### src/rtl/mem_resp_stage.sv
// ---------------------------------------------------------------------------
// mem_resp_stage
//
// Memory-response stage of the five-stage MIPS pipeline, between EX and WB.
// Holds up to DEPTH in-order instructions whose data-SRAM requests are
// outstanding. It captures data_ok responses even while WB stalls, and it
// extracts load results (LW/LB/LBU/LH/LHU/LWL/LWR) for each entry.
// A flush discards every queued entry. Responses the memory still owes for
// flushed instructions are then absorbed silently through drop_cnt.
//
// Parameters
//   DEPTH   queue entries (power of two, >= 2)
//   CTRL_W  opaque side-band width, passed through untouched
//
// Ports
//   clk, reset              clock, asynchronous active-high reset
//   es_to_ms_valid/ms_allowin  EX -> stage handshake
//   in_*                    instruction fields offered by EX
//   flush                   kill all entries (exception / ERET from WB)
//   data_sram_data_ok/rdata in-order memory responses
//   ms_to_ws_valid/ws_allowin  stage -> WB handshake
//   out_*                   head entry fields (zero when not valid)
//   MEM_dest*               forwarding of the youngest writing entry
//
// Configuration macro
//   MEM_FWD_EN  when defined, MEM_dest/MEM_dest_data/MEM_dest_ok forward the
//               youngest valid register-writing entry. When undefined, all
//               three are tied to zero.
// ---------------------------------------------------------------------------
module mem_resp_stage #(
    parameter int DEPTH  = 4,
    parameter int CTRL_W = 71
) (
    input  logic              clk,
    input  logic              reset,
    input  logic              es_to_ms_valid,
    output logic              ms_allowin,
    input  logic [CTRL_W-1:0] in_ctrl,
    input  logic [4:0]        in_dest,
    input  logic              in_gr_we,
    input  logic [31:0]       in_alu_result,
    input  logic              in_mem_access,
    input  logic              in_res_from_mem,
    input  logic [2:0]        in_load_op,
    input  logic [31:0]       in_rt,
    input  logic              flush,
    input  logic              data_sram_data_ok,
    input  logic [31:0]       data_sram_rdata,
    output logic              ms_to_ws_valid,
    input  logic              ws_allowin,
    output logic [CTRL_W-1:0] out_ctrl,
    output logic [4:0]        out_dest,
    output logic              out_gr_we,
    output logic [31:0]       out_result,
    output logic [4:0]        MEM_dest,
    output logic [31:0]       MEM_dest_data,
    output logic              MEM_dest_ok
);

    localparam int AW = (DEPTH > 1) ? $clog2(DEPTH) : 1;
    localparam int CW = AW + 1;
    localparam logic [CW-1:0] DEPTH_CNT = CW'(DEPTH);
    localparam logic [CW:0]   DEPTH_SUM = (CW + 1)'(DEPTH);

    typedef logic [AW-1:0] ptr_t;
    typedef logic [CW-1:0] cnt_t;

    // Per-entry storage
    logic              valid_q        [DEPTH];
    logic              done_q         [DEPTH];
    logic [CTRL_W-1:0] ctrl_q         [DEPTH];
    logic [4:0]        dest_q         [DEPTH];
    logic              gr_we_q        [DEPTH];
    logic [31:0]       alu_result_q   [DEPTH];
    logic              mem_access_q   [DEPTH];
    logic              res_from_mem_q [DEPTH];
    logic [2:0]        load_op_q      [DEPTH];
    logic [31:0]       rt_q           [DEPTH];
    logic [31:0]       rdata_q        [DEPTH];

    ptr_t wr_ptr_q, wr_ptr_d;
    ptr_t rd_ptr_q, rd_ptr_d;
    cnt_t count_q, count_d;
    cnt_t drop_cnt_q, drop_cnt_d;

    cnt_t pending;
    ptr_t rsp_ptr;
    logic rsp_found;
    ptr_t scan_idx;

    logic head_ready;
    logic accept;
    logic pop;
    logic absorb_drop;
    logic absorb_entry;
    logic offered_mem;

    // Final writeback value of one entry. rd is the stored response word and
    // rt is the old register value used by the unaligned merges.
    function automatic logic [31:0] load_result(
        input logic        from_mem,
        input logic [2:0]  op,
        input logic [31:0] alu,
        input logic [31:0] rd,
        input logic [31:0] rt
    );
        logic [1:0]  ofs;
        logic [7:0]  b;
        logic [15:0] h;
        logic [31:0] r;
        ofs = alu[1:0];
        case (ofs)
            2'd0:    b = rd[7:0];
            2'd1:    b = rd[15:8];
            2'd2:    b = rd[23:16];
            default: b = rd[31:24];
        endcase
        h = ofs[1] ? rd[31:16] : rd[15:0];
        r = alu;
        if (from_mem) begin
            case (op)
                3'd1: r = {{24{b[7]}}, b};
                3'd2: r = {24'd0, b};
                3'd3: r = {{16{h[15]}}, h};
                3'd4: r = {16'd0, h};
                3'd5: begin
                    case (ofs)
                        2'd0:    r = {rd[7:0],  rt[23:0]};
                        2'd1:    r = {rd[15:0], rt[15:0]};
                        2'd2:    r = {rd[23:0], rt[7:0]};
                        default: r = rd;
                    endcase
                end
                3'd6: begin
                    case (ofs)
                        2'd0:    r = rd;
                        2'd1:    r = {rt[31:24], rd[31:8]};
                        2'd2:    r = {rt[31:16], rd[31:16]};
                        default: r = {rt[31:8],  rd[31:24]};
                    endcase
                end
                default: r = rd;
            endcase
        end
        return r;
    endfunction

    // Count entries still owed a response and locate the oldest one.
    // Valid entries are contiguous from rd_ptr. Scanning in age order
    // therefore finds the entry the next non-dropped data_ok belongs to.
    // This also steps over entries that never issued a request.
    always_comb begin
        pending   = '0;
        rsp_ptr   = '0;
        rsp_found = 1'b0;
        scan_idx  = '0;
        for (int i = 0; i < DEPTH; i++) begin
            scan_idx = rd_ptr_q + AW'(i);
            if (valid_q[scan_idx] && mem_access_q[scan_idx] && !done_q[scan_idx]) begin
                pending = pending + cnt_t'(1);
                if (!rsp_found) begin
                    rsp_ptr   = scan_idx;
                    rsp_found = 1'b1;
                end
            end
        end
    end

    // Handshakes. A slot is granted only if the response it may owe fits
    // alongside the responses still to be dropped. The pending + drop total
    // therefore never exceeds DEPTH.
    always_comb begin
        head_ready   = valid_q[rd_ptr_q] && (!mem_access_q[rd_ptr_q] || done_q[rd_ptr_q]);
        ms_allowin   = (count_q < DEPTH_CNT) && (({1'b0, pending} + {1'b0, drop_cnt_q}) < DEPTH_SUM);
        accept       = es_to_ms_valid && ms_allowin && !flush;
        pop          = head_ready && ws_allowin;
        absorb_drop  = data_sram_data_ok && (drop_cnt_q != '0);
        absorb_entry = data_sram_data_ok && (drop_cnt_q == '0) && (pending != '0);
        offered_mem  = es_to_ms_valid && in_mem_access && ms_allowin;
    end

    // Pointer, occupancy and drop-counter next state. On flush, every
    // outstanding request becomes a response to drop. This includes one
    // issued with a same-cycle offer. A response absorbed by a live entry
    // this cycle is no longer owed.
    always_comb begin
        wr_ptr_d   = wr_ptr_q;
        rd_ptr_d   = rd_ptr_q;
        count_d    = count_q;
        drop_cnt_d = drop_cnt_q - cnt_t'(absorb_drop);
        if (flush) begin
            wr_ptr_d   = '0;
            rd_ptr_d   = '0;
            count_d    = '0;
            drop_cnt_d = drop_cnt_q - cnt_t'(absorb_drop) + pending
                         + cnt_t'(offered_mem) - cnt_t'(absorb_entry);
        end else begin
            if (accept) wr_ptr_d = wr_ptr_q + ptr_t'(1);
            if (pop)    rd_ptr_d = rd_ptr_q + ptr_t'(1);
            count_d = count_q + cnt_t'(accept) - cnt_t'(pop);
        end
    end

    // State registers and entry storage. Reset clears the entry storage as
    // well, so that nothing stale ever reaches the outputs.
    always_ff @(posedge clk or posedge reset) begin
        if (reset) begin
            wr_ptr_q   <= '0;
            rd_ptr_q   <= '0;
            count_q    <= '0;
            drop_cnt_q <= '0;
            for (int k = 0; k < DEPTH; k++) begin
                valid_q[k]        <= 1'b0;
                done_q[k]         <= 1'b0;
                ctrl_q[k]         <= '0;
                dest_q[k]         <= '0;
                gr_we_q[k]        <= 1'b0;
                alu_result_q[k]   <= '0;
                mem_access_q[k]   <= 1'b0;
                res_from_mem_q[k] <= 1'b0;
                load_op_q[k]      <= '0;
                rt_q[k]           <= '0;
                rdata_q[k]        <= '0;
            end
        end else begin
            wr_ptr_q   <= wr_ptr_d;
            rd_ptr_q   <= rd_ptr_d;
            count_q    <= count_d;
            drop_cnt_q <= drop_cnt_d;
            if (flush) begin
                for (int k = 0; k < DEPTH; k++) begin
                    valid_q[k] <= 1'b0;
                end
            end else begin
                if (accept) begin
                    valid_q[wr_ptr_q]        <= 1'b1;
                    done_q[wr_ptr_q]         <= 1'b0;
                    ctrl_q[wr_ptr_q]         <= in_ctrl;
                    dest_q[wr_ptr_q]         <= in_dest;
                    gr_we_q[wr_ptr_q]        <= in_gr_we;
                    alu_result_q[wr_ptr_q]   <= in_alu_result;
                    mem_access_q[wr_ptr_q]   <= in_mem_access;
                    res_from_mem_q[wr_ptr_q] <= in_res_from_mem;
                    load_op_q[wr_ptr_q]      <= in_load_op;
                    rt_q[wr_ptr_q]           <= in_rt;
                end
                if (absorb_entry) begin
                    rdata_q[rsp_ptr] <= data_sram_rdata;
                    done_q[rsp_ptr]  <= 1'b1;
                end
                if (pop) begin
                    valid_q[rd_ptr_q] <= 1'b0;
                end
            end
        end
    end

    // Head outputs, zeroed whenever the head is not ready
    always_comb begin
        ms_to_ws_valid = head_ready;
        out_ctrl       = '0;
        out_dest       = '0;
        out_gr_we      = 1'b0;
        out_result     = '0;
        if (head_ready) begin
            out_ctrl   = ctrl_q[rd_ptr_q];
            out_dest   = dest_q[rd_ptr_q];
            out_gr_we  = gr_we_q[rd_ptr_q];
            out_result = load_result(res_from_mem_q[rd_ptr_q], load_op_q[rd_ptr_q],
                                     alu_result_q[rd_ptr_q], rdata_q[rd_ptr_q], rt_q[rd_ptr_q]);
        end
    end

`ifdef MEM_FWD_EN
    ptr_t fwd_idx;
    ptr_t fwd_scan;
    logic fwd_found;

    // The youngest writer wins, so the scan keeps the last match in age order
    always_comb begin
        fwd_idx   = '0;
        fwd_scan  = '0;
        fwd_found = 1'b0;
        for (int i = 0; i < DEPTH; i++) begin
            fwd_scan = rd_ptr_q + AW'(i);
            if (valid_q[fwd_scan] && gr_we_q[fwd_scan]) begin
                fwd_idx   = fwd_scan;
                fwd_found = 1'b1;
            end
        end
        MEM_dest      = '0;
        MEM_dest_data = '0;
        MEM_dest_ok   = 1'b0;
        if (fwd_found) begin
            MEM_dest      = dest_q[fwd_idx];
            MEM_dest_data = load_result(res_from_mem_q[fwd_idx], load_op_q[fwd_idx],
                                        alu_result_q[fwd_idx], rdata_q[fwd_idx], rt_q[fwd_idx]);
            MEM_dest_ok   = !mem_access_q[fwd_idx] || done_q[fwd_idx];
        end
    end
`else
    // Without forwarding, decode resolves dependences through WB only
    assign MEM_dest      = '0;
    assign MEM_dest_data = '0;
    assign MEM_dest_ok   = 1'b0;
`endif

endmodule

### config.mk
export PLATFORM = sky130hd
export DESIGN_NAME = mem_resp_stage
export DESIGN_NICKNAME = d
export VERILOG_FILES = /design/src/rtl/mem_resp_stage.sv
export SDC_FILE = /design/constraint.sdc
export NUM_CORES = 2
export LEC_CHECK = 0
export ABC_AREA = 0
export BUFFER_PORTS_ARGS = -buffer_cell sky130_fd_sc_hd__buf_2
export CORE_ASPECT_RATIO = 0.7
export CORE_UTILIZATION = 50
export CTS_BUF_LIST = sky130_fd_sc_hd__clkbuf_8 sky130_fd_sc_hd__clkbuf_16
export DETAILED_ROUTE_END_ITERATION = 10
export PLACE_DENSITY = 0.8
export SLEW_MARGIN = 40
export SYNTH_ARGS = -nofsm -noshare
export SYNTH_HDL_FRONTEND = slang
export SYNTH_SLANG_ARGS = --single-unit
export TNS_END_PERCENT = 10
### constraint.sdc
create_clock -name clk -period 32.4 [get_ports clk]
set_clock_uncertainty 0.2 [all_clocks]
set_input_delay 3.24 -clock clk [delete_from_list [all_inputs] [get_ports clk]]
set_output_delay 3.24 -clock clk [all_outputs]
set_load 0.005 [all_outputs]
-- Word level (Yosys, flattened, before mapping)
Cells that the tools add are included.
- output and inout port bits: 149
- word-level logic and storage cells: 252
- bits in writable memories: 0
- input bits: 184
- memories kept: 0
- latch bits: 0
- bits in read-only memories: 0
- register bits after elaboration: 730
- add/sub/neg operators: 14
- multiply operators: 0
- reduce and logical (&&, ||, !) cells: 36
- equality and inequality tests: 8
- multiplexer cells: 122
- divide/modulo/power cells: 0
- shift-type cells: 0
- $lt $le $gt $ge: 11
- bitwise operators: 13
- operator list (cell ; number):
    bitwise mux 128 bit ; 3
    2-to-1 mux 32 bit ; 10
    bitwise mux 284 bit ; 1
    2-to-1 mux 71 bit ; 4
    binary-select mux 32 bit (select 2 bit) ; 3
    one-hot mux 32 bit (3 select lines) ; 2
    one-hot mux 32 bit (6 select lines) ; 1
    binary-select mux 71 bit (select 2 bit) ; 1
    demux 71 bit (select 2 bit) ; 1
    demux 32 bit (select 2 bit) ; 2
    2-to-1 mux 1 bit ; 36
    binary-select mux 1 bit (select 2 bit) ; 14
    2-to-1 mux 4 bit ; 7
    2-to-1 mux 3 bit ; 8
    one-hot mux 8 bit (3 select lines) ; 1
    2-to-1 mux 2 bit ; 11
    logical AND 1 bit ; 21
    bitwise mux 20 bit ; 1
    2-to-1 mux 5 bit ; 4
    greater-or-equal comparator 3 bit, second input constant ; 6
    NOT 2 -> 3 bit ; 6
    2-to-1 mux 16 bit ; 1
    bitwise mux 12 bit ; 1
    bitwise mux 4 bit ; 3
    31 further kinds ; 56

-- Logic depth before layout (Yosys ltp)
- depth after elaboration: 23
- mapped depth: 29
- mapped depth without buffers: 25

-- Worst setup path before layout
OpenSTA, ideal clock, no wires.
- path type: register -> output
- start point: register rd_ptr_q[0]
- end point: output port ms_allowin
- cell stages (with the launch flop): 19
- slack: 24.888 ns
- required time: 28.960 ns
- arrival time: 4.072 ns
- path buffers: 7
- cell sequence: dfrtp_1 buf_2 buf_2 buf_4 buf_2 buf_2 buf_2 buf_2 nor2_1 nor2_1 ha_1 xnor2_2 inv_1 ha_1 mux2_2 ha_1 nor4_1 inv_1 a31oi_1
- cells in the longest elaborated chain, start to end: 16
- elaborated cells on any way between the ends: 65
- those cells by class: add/sub: 7; order compare: 1; mux: 40; bitwise: 4; reduce/logical: 13
- RTL lines (element ; RTL line ; RTL):
    start: declaration ; 82 ; ptr_t rd_ptr_q, rd_ptr_d;
    start signal: assignment ; 227 ; rd_ptr_q <= rd_ptr_d;
    NOT 2 -> 3 bit (not written as such) ; 159 ; if (valid_q[scan_idx] && mem_access_q[scan_idx] && !done_q[scan_idx]) begin
    binary-select mux 1 bit (select 2 bit) ; 159 ;
    2-to-1 mux 1 bit (not written as such) (2 in a row) ; 159 ;
    logical AND 1 bit or logical NOT 1 bit (tied branches) ; 159 ;
    logical AND 1 bit ; 159 ;
    2-to-1 mux 1 bit ; 159 ;
    adder 3 x 1 -> 3 bit ; 160 ; pending = pending + cnt_t'(1);
    2-to-1 mux 3 bit ; 159 ;
    adder 3 x 1 -> 3 bit ; 160 ;
    2-to-1 mux 3 bit ; 159 ;
    adder 3 x 1 -> 3 bit ; 160 ;
    2-to-1 mux 3 bit * ; 159 ;
    adder 3 x 3 -> 4 bit * ; 174 ; ms_allowin = (count_q < DEPTH_CNT) && (({1'b0, pending} + {1'b0, drop_cnt_q}) < DEPTH_SUM);
    < comparator 4 x 3 -> 1 bit * ; 174 ;
    logical AND 1 bit * ; 174 ;
    end: declaration ; 37 ; output logic ms_allowin,
Mark *: on every way between the ends. The rest lies on a longest branch, timed or not. The select of a mux whose other input is x is not followed.

-- Worst setup path after layout
- start point: register rd_ptr_q[0]
- end point: output port out_result[17]
- cells in the longest elaborated chain, start to end: 9
- elaborated cells on any way between the ends: 44
- those cells by class: eq/ne: 8; mux: 31; bitwise: 1; reduce/logical: 4
- RTL lines (element ; RTL line ; RTL):
    NOT 2 -> 3 bit (not written as such) * ; 173, 269, 270 ;
    binary-select mux 32 bit (select 2 bit) ; 270 ; alu_result_q[rd_ptr_q], rdata_q[rd_ptr_q], rt_q[rd_ptr_q]);
    2-to-1 mux 32 bit (not written as such) (2 in a row) ; 270 ;
    equality test 2 bit (tied with other cells) ; 112, 127, 135 ;
    one-hot mux 32 bit (3 select lines) (tied with other cells) ; 135 ; case (ofs)
    one-hot mux 32 bit (6 select lines) ; 121 ; case (op)
    2-to-1 mux 32 bit ; 120 ; if (from_mem) begin
    2-to-1 mux 32 bit * ; 265 ; if (head_ready) begin
    end: declaration ; 54 ; output logic [31:0] out_result,
Marked as above.

==> results.cfg <==
[pwr]
power_switching_mw = 1.07
irDropWorstVdd_uv = 67.3
pwr-share-comb = 0.331
cellPowerDensity_mw_per_mm2 = 83.8
leakage_nw = 19.0
clkPwrFrac = 0.262
switching_share = 0.318
p_int_mw = 2.29
seqPwrFrac = 0.407

[critical_path]
r2r_start = rd_ptr_q[0]
critPathArrivalTime_ns = 5.17
cp-end-kind = output pin
startpoint_type = register
cp_max_fo = 70
reg2reg_to = count_q[2]
reg2reg_depth = 24
reg2reg_slack_ns = 25.83
worstPathRequired_ns = 28.96
crit_type = register to output pin

[clocking]
post_cts_buffers = 0
clk_pin_slew_ns = 0.06
ctsResizeCount = 0
root_buffer = clkbuf_16
clock_path_buffers = 3
hold_buffers = 0
numCtsBuffers = 73
cts_tree = built
clk_latency_ns = 0.63
htreeDepth = 3
cts_sinks = 730

[run]
cap_viol_max_count = 0

[synth]
synth-main-ff-cell = dfrtp_1
syn_inst = 2411
synth_edf_count = 0
yosysSeqAreaShare = 0.518
ys_ff_latch = 730
ys_async_sr_fraction = 1.00
syn_area_sq_mm = 0.0353
avgSynthCellArea_sq_um = 14.6
ys_types = 61
ys_warn_count = 0

[timing]
rsz0062_at_grt = no
hold_viol_final = 0
setup_viol = 0
slew_viol_final = 0
post-route-period-util = 0.266
setup_tns_ns = 0
relSlewSlack = 0.331
clock.fmax_ghz = 0.116
worst_slew_pin_slew_ns = 0.994
period_needed_ns = 8.61

[placed_design]
hpwl_microns = 60200
numPortBuffers = 294
globalplace.congestion = 0.923
dp.cells = 3484
place_area_sq_mm = 0.0375

[min_path]
min_path_type = register to register
hold_end = ctrl_q[120]
min_path_cells = 1
hp-start = ctrl_q[120]

[die]
die_height_microns = 224
start_util = 0.505
top_level_ports = 333
core_area_sq_mm = 0.0698
die_x_microns = 319
die-area_sq_mm = 0.0716
rows = 81

[detailed_routing]
drt-vias-per-instance = 5.95
drt_iter0_markers = 1575
finalWirelength_microns = 90200
post_drt_wl_per_cell_microns = 24.9
ant_nets = 0
drc = 0
vias = 21600
first_pass_iters = 6

[global_routing]
grt_use_total = 0.254
grt_pass1_wl_microns = 139000
antenna_found_initial = 30
grt_max_degree = 154
gr-total-overflow = 0
grt_pass1_vias = 23100

[cells_and_area]
nNetsFinal = 2857
drive_gt1_frac = 0.470
stdcell_count = 3628
nFillCells = 5309
multi_input_area_sq_mm = 0.0160
final_util = 0.574
syn2layout_area_growth_pct = 13.7
final_area_sq_mm = 0.0401
seqCellArea_sq_mm = 0.0183

[run_status]
status = finished clean
[logic make-up (layout without fill, tap and decap cells)]
logic type	count (synthesis)	in the layout	synth area share
adders and majority gates	24	24	0.00915
muxes	955	955	0.361
DFF	730	730	0.518
other	1	47	0.000106
AOI/OAI and AO/OA	165	165	0.0322
buffers and inverters	234	492	0.0338
and+or+nand+nor	291	291	0.0431
xor gates and xnor gates	11	11	0.00295
[flip-flops by register name, indices dropped and copies added, names as in the netlist]
register	cells
gr_we_q	4
rd_ptr_q	2
rt_q	128
res_from_mem_q	4
rdata_q	128
alu_result_q	128
drop_cnt_q	3
load_op_q	12
ctrl_q	284
mem_access_q	4
done_q	4
valid_q	4
wr_ptr_q	2
count_q	3
dest_q	20
[Yosys cell counts (all sizes together) (28+ instances only)]
library cell  number  area (sq um)
a21oi             34           170
and2              81           507
buf              148           870
clkbuf            58           218
dfrtp            730         18300
inv               28           105
mux2             723          8180
mux2i             55           551
mux4             177          3990
nand2             65           251
nor2              58           218
o21ai             46           230
[stage by stage]
step	worst slack (ns)	hold slack [ns]	power [mW]
after global routing	23.41	0.305	3.54
final	23.79	0.284	3.36
after detailed placement	24.28	0.278	2.48
after global placement	23.98	0.268	2.41
after CTS	23.60	0.293	3.38
after floorplan	8.48	0.259	2.14
[power by group through the flow]
| stage | clock network [mW] | registers (mW) | logic, mW |
|---|---|---|---|
| floorplan | 0 | 1.32 | 0.820 |
| global placement | 0 | 1.34 | 1.06 |
| detailed placement | 0 | 1.38 | 1.10 |
| CTS | 0.902 | 1.37 | 1.11 |
| global route | 0.940 | 1.40 | 1.19 |
| finish | 0.882 | 1.37 | 1.11 |
[worst max-delay path: stages, from the launching register on]
cell and delay [ns]:
dfrtp_4 0.80, buf_6 0.59, mux4_2 0.61, buf_6 0.28
mux2i_1 0.42, a31oi_1 0.14, o21ai_1 0.71, nand2_1 0.37
a221oi_1 0.36, nor4_1 0.08, buf_2 0.15
[worst max-delay path by stage]
| stage | slack, ns | to | start | depth (start not counted) |
|---|---|---|---|---|
| 6_report | 23.79 | out_result[17] | rd_ptr_q[0] | 10 |
| 5_1_grt | 23.41 | out_result[17] | rd_ptr_q[0] | 10 |
| 4_1_cts | 23.60 | out_result[20] | rd_ptr_q[0] | 10 |
| 3_5_place_dp | 24.28 | out_result[20] | rd_ptr_q[0] | 10 |
| 3_3_place_gp | 23.98 | out_result[0] | rd_ptr_q[0] | 7 |
| 2_1_floorplan | 8.48 | alu_result_q[0] | reset | 1 |
[cell usage in the layout, fill, tap and decap left out, types with 8 or more instances in the layout]
| cell | n |
|---|---|
| nor3_1 | 25 |
| mux2i_1 | 54 |
| o211ai_1 | 14 |
| nand2_1 | 62 |
| mux2_4 | 10 |
| conb_1 | 38 |
| bufinv_16 | 8 |
| a21oi_1 | 34 |
| mux4_2 | 177 |
| inv_1 | 40 |
| clkinv_2 | 10 |
| mux2_2 | 610 |
| nor4_1 | 17 |
| a2111oi_0 | 9 |
| buf_2 | 294 |
| and2_1 | 80 |
| clkbuf_16 | 74 |
| buf_4 | 12 |
| o221ai_1 | 8 |
| mux2_1 | 103 |
| buf_16 | 9 |
| diode_2 | 9 |
| buf_6 | 14 |
| clkbuf_8 | 18 |
| o21ai_0 | 42 |
| dfrtp_1 | 728 |
| ha_1 | 21 |
| nor2_1 | 56 |
| a221oi_1 | 11 |
[cell type report]
class / count / share of cell area
flip-flops and latches: 730 / 0.456
inverters: 28 / 0.00281
diodes: 9 / 0.000562
well taps: 913 / 0.0285
clock buffers: 91 / 0.0520
clock inverters: 41 / 0.0109
repair buffers: 332 / 0.0504
multi-input cells: 1484 / 0.399
[routing by layer]
| layer | wire length [microns] | part of all wire | GRT usage |
|---|---|---|---|
| met2 | 43200 | 0.48 | 0.400 |
| met3 | 7590 | 0.084 | 0.0881 |
| met5 | 224 | 0.0025 | 0 |
| met4 | 2210 | 0.025 | 0.0744 |
| met1 | 36900 | 0.41 | 0.333 |
No activity file was read; power rests on OpenSTA's default activity.
